===== config.mk =====
export PLATFORM = sky130hd
export DESIGN_NAME = ram_arb_starve_cnt
export DESIGN_NICKNAME = d
export VERILOG_FILES = /design/src/rtl/ram_arb_starve_cnt.sv
export SDC_FILE = /design/constraint.sdc
export NUM_CORES = 1
export LEC_CHECK = 0
export BUFFER_PORTS_ARGS = -buffer_cell sky130_fd_sc_hd__clkbuf_2
export CORE_AREA = 4 4 41 43
export DETAILED_ROUTE_END_ITERATION = 16
export DIE_AREA = 0 0 45 47
export GPL_TIMING_DRIVEN = 0
export PLACE_DENSITY = 0.36
export SETUP_SLACK_MARGIN = 0.5
export SLEW_MARGIN = 25
export SYNTH_ARGS = -nofsm -noshare
export SYNTH_HDL_FRONTEND = slang
export SYNTH_SLANG_ARGS = --single-unit
export TNS_END_PERCENT = 5

===== constraint.sdc =====
create_clock -name CLK -period 1.8 [get_ports CLK]
set_input_delay 0.36 -clock CLK [delete_from_list [all_inputs] [get_ports CLK]]
set_output_delay 0.36 -clock CLK [all_outputs]
set_load 0.01 [all_outputs]

===== src/rtl/ram_arb_starve_cnt.sv =====
// ram_arb_starve_cnt: counts data grants taken while a fetch is waiting.
//   CLK, nRST - clock and asynchronous active-low reset
//   incEn     - a data grant was decided while iREN was high
//   clrEn     - a fetch grant was decided
//   atLimit   - count has reached STARVE_LIMIT; next decision favours fetch
// Only instantiated when RAM_ARB_STARVE_GUARD_EN is defined.
module ram_arb_starve_cnt #(
  parameter int unsigned STARVE_LIMIT = 4
) (
  input  logic CLK,
  input  logic nRST,
  input  logic incEn,
  input  logic clrEn,
  output logic atLimit
);

  logic [2:0] count_r;

  // Saturating grant counter; a clear has priority over an increment.
  always_ff @(posedge CLK or negedge nRST) begin
    if (!nRST) begin
      count_r <= 3'd0;
    end else if (clrEn) begin
      count_r <= 3'd0;
    end else if (incEn && (count_r != 3'd7)) begin
      count_r <= count_r + 3'd1;
    end else begin
      count_r <= count_r;
    end
  end

  assign atLimit = (count_r == 3'(STARVE_LIMIT));

endmodule


==> Word level (Yosys, flattened, before mapping) <==
Cells that the tools add are included.
{ "totals": {"reg_bits": 3, "in_bits": 4} }
{ "op_classes": {"n_addsub": 1, "n_reduce_logical": 2, "n_eq_ne": 2, "mux": 2} }
{ "ops": {"columns": ["operator", "n"], "rows": [
  ["3-bit 2-to-1 mux", 2],
  ["3-bit by 1-bit adder with 3-bit output, second input constant", 1],
  ["3-bit == test, second input constant", 1],
  ["3-bit inequality test, second input constant", 1],
  ["2-bit nonzero test", 1],
  ["1-bit logical AND", 1]
]} }

==> Longest topological paths before layout <==
{ "depth": {"ltp_word": 4, "ltp_mapped": 4, "mapped_depth_nobuf": 4} }

==> Worst setup path before layout <==
Ideal clock, no wire load.
{ "synth_path": {"kind": "reg-to-reg", "startpoint": "register count_r[0]", "endpoint": "register count_r[0]", "stages_incl_launch_ff": 5, "synth_period_minus_slack_ns": 1.342, "arrival_ns": 1.217, "slack_ns": 0.458, "path_buffers": 0, "setup_time_ns": 0.125, "path_cell_list": "dfrtp_1 ha_1 ha_1 nor2b_4 mux2_4"} }
{ "synth_between": {"elab_chain_cells": 3, "word_cells_on_any_way": 6, "classes_between": "1 x add/sub; 1 x eq/ne; 2 x mux; 2 x reduce/logical"} }
{ "synth_rtl": {"columns": ["item", "line", "text"], "rows": [
  ["start: declaration", "17", "logic [2:0] count_r;"],
  ["start signal: assignment", "26", "count_r <= count_r + 3'd1;"],
  ["start signal: assignment", "28", "count_r <= count_r;"],
  ["3-bit by 1-bit adder with 3-bit output or 3-bit inequality test (tied branches)", "26, 25", null],
  ["3-bit 2-to-1 mux or 1-bit logical AND (tied branches)", "25", "end else if (incEn && (count_r != 3'd7)) begin"],
  ["3-bit 2-to-1 mux or 2-bit nonzero test (tied branches)", null, null]
]} }
Several ways; a longest one is shown, not always the timed one. The select of a mux whose other input is x is not followed.
A chain may end at the register's enable or synchronous reset.

==> Worst setup path after layout <==
{ "layout_path": {"startpoint": "register count_r[0]", "endpoint": "output atLimit"} }
{ "layout_between": {"elab_chain_cells": 1} }
{ "layout_rtl": {"columns": ["item", "line", "text"], "rows": [
  ["3-bit == test", "32", "assign atLimit = (count_r == 3'(STARVE_LIMIT));"],
  ["end: declaration", "14", "output logic atLimit"]
]} }
No other way between the ends.

==> reports/metrics.cfg <==
[finish]
largestRegisters = count_r: 3 flops
final_nets = 36
regMostFlops = count_r
largest_register_ffs = 3
area_growth_pct = 43.64
drive_gt1_share_pct = 50.00
n_fill_cell = 156
finalNonFillerCells = 43
antenna_cells = 0

[setup_path]
critPathSlowestCell = dfrtp_1
critical_path.endpoint_type = output pin
cp_cell_sequence = inv_1 -> ha_2 -> and2_1 -> buf_2
r2r_setup_slack_ns = 0.46
crit_type = flop to output pin
critical-path-max-stage-delay_ns = 0.37
required_ns = 1.44
cp-start-kind = flop
cp_max_fo = 3
cp.arrival_ns = 1.06

[floorplan]
core_mm2 = 0.001301
rows = 13
die_area_mm2 = 0.002115
die_h_um = 47
die_w_um = 45
start_util_pct = 15.87
io-pin-count = 5

[yosys]
yosysUniqueCellTypes = 12
ys_ff_latch = 3
yosys.area.top_type = dfrtp_1
synth_area_leaders = dfrtp_1, ha_1, nand4bb_1, mux2_4, nor2b_4
yosys_warnings = 0
synthTopCellsByCount = dfrtp_1, ha_1, inv_1, nand4bb_1
syn_avg_cell_area_um2 = 11.47
synth_xor_area_share_pct = 0
synthMuxAreaShare_pct = 7.273
ys_seq_area_share_pct = 36.36
netlist_area_um2 = 206.4
synth-simple-area-share_pct = 28.48
synth_top_area_share_pct = 36.36
synth_nets = 25
synth_edf_count = 0
synth_compound_area_share_pct = 6.061
async_flop_share_pct = 100.0
synth_top_family_by_area = simple AND/OR/NAND/NOR gates
synthAdderAreaFrac_pct = 18.18
postSynthCellCount = 18
synth_top_flop_cell = dfrtp_1

[route]
m1WireLength_um = 178
ant_nets = 0
wl_per_cell_um = 8.907
avgViaCountPerCell = 3.674
dr_wl_met3_um = 23
routed-wl-met2_um = 180
wl_um = 383
dr.pass1.iters = 1
first_iter_violations = 0
routed.top_layer = met3
drc = 0
route.vias.total = 158

[timing]
fin_crit_ns = 1.419
post-route-period-util_pct = 78.86
skew_ns = 0.001008
tns_ns = 0
final_hold_viol_count = 0
final-setup-viol-count = 0
max_slew_margin_pct = 85.21
fmax_ghz = 0.7045
drv_slew = 0
rsz0062_at_grt = yes
tightest_slew_ns = 0.2200

[clock_tree]
htreeDepth = 1
numClockSinks = 3
ctsLongestPathBuffers = 2
clkLatencyLatePin_ns = 0.23
cts_buffers = 3
tritoncts = done
clock-root-buffer = clkbuf_4
clkTransAtPathRegs_ns = 0.04

[pwr]
cellPowerDensity_mw_per_mm2 = 755.8
ir_drop_mv = 0.3005
p_leak_uw = 0.0001398

[global_routing]
grt-ovfl-total = 0
grt_pass1_vias = 167
antenna_found_initial = 0
grt_max_degree = 7
grt_usage_pct = 4.517
grt_first_pass_wirelength_um = 627

[min_path]
worstHoldPathType = primary input to flop

[placed_design]
io_buffers = 4
dp.cells = 37
gp_congestion = 0.6515
dp_hpwl_um = 297.3

[flow_run]
maxCapViolCount = 0

[status]
outcome = finished, final reports clean

==> stage by stage <==
step           hold slack (ns)  utilization [%]  cell area [um2]  setup WS (ns)  total power, uW
2_1_floorplan          0.06441                -            211.5         0.5123            92.19
3_3_place_gp            0.1586            19.23            250.2         0.4480            102.3
3_5_place_dp            0.1598            19.23            250.2         0.4587            103.2
4_1_cts                 0.3992            22.79            296.5         0.3625            232.8
5_1_grt                 0.4299            22.79            296.5         0.3336            240.3
6_report                0.4104            22.79            296.5         0.3805            224.1
==> final cells by class <==
class | instances | area (um2) | share of cell area, %
Multi-Input combinational cell | 13 | 131.4 | 44.30
Sequential cell | 3 | 75.07 | 25.32
Timing Repair Buffer | 6 | 37.54 | 12.66
Clock buffer | 4 | 26.28 | 8.861
Tap cell | 15 | 18.77 | 6.329
Inverter | 2 | 7.507 | 2.532
==> repair_timing <==
item,CTS,global route
gates cloned,0,0
hold buffers,1,0
buffers inserted,1,0
pin swaps,1,0
gates resized for setup,2,1
hold endpoints to repair,3,0
setup endpoints to repair,2,2
==> metal layers <==
layer	vias to the layer above	GRT usage [%]
li1	82	-
met5	-	0
met4	0	5.263
met2	4	5.650
met1	72	5.734
met3	0	1.149
==> layout by cell type (no fill, tap or decap), drive strengths merged, types with 2 or more instances in the layout <==
master,synthesis,layout
nor2b,2,2
inv,2,2
buf,0,2
dfrtp,3,3
ha,3,3
clkbuf,0,7
nand4bb,2,2
==> critical path: cells and delay by family, from the launching register on <==
| family | cells | cell delay (ns) |
|---|---|---|
| fa+ha+maj | 1 | 0.15 |
| flops | 1 | 0.37 |
| simple gates | 1 | 0.12 |
| buf+inv | 2 | 0.19 |
==> worst paths after layout <==
path | end | startpoint | depth (start not counted)
setup / recovery | atLimit | count_r[0] | 4
hold / removal | count_r[1] | clrEn | 2
setup reg to reg | count_r[0] | count_r[0] | 4
hold reg to reg | count_r[2] | count_r[2] | 2
max in group asynchronous | count_r[2] | nRST | 2
min in group asynchronous | count_r[0] | nRST | 2
==> report_power, final <==
group          switching (uW)  internal (uW)
Sequential               3.47           72.1
Clock                    34.0           83.0
Combinational            13.2           18.4
==> logic make-up after synthesis <==
group	after synthesis
buffers and inverters	2
muxes	1
DFF	3
and+or+nand+nor	7
AOI/OAI and AO/OA	2
adders and majority gates	3
No activity file was read; power rests on OpenSTA's default activity.
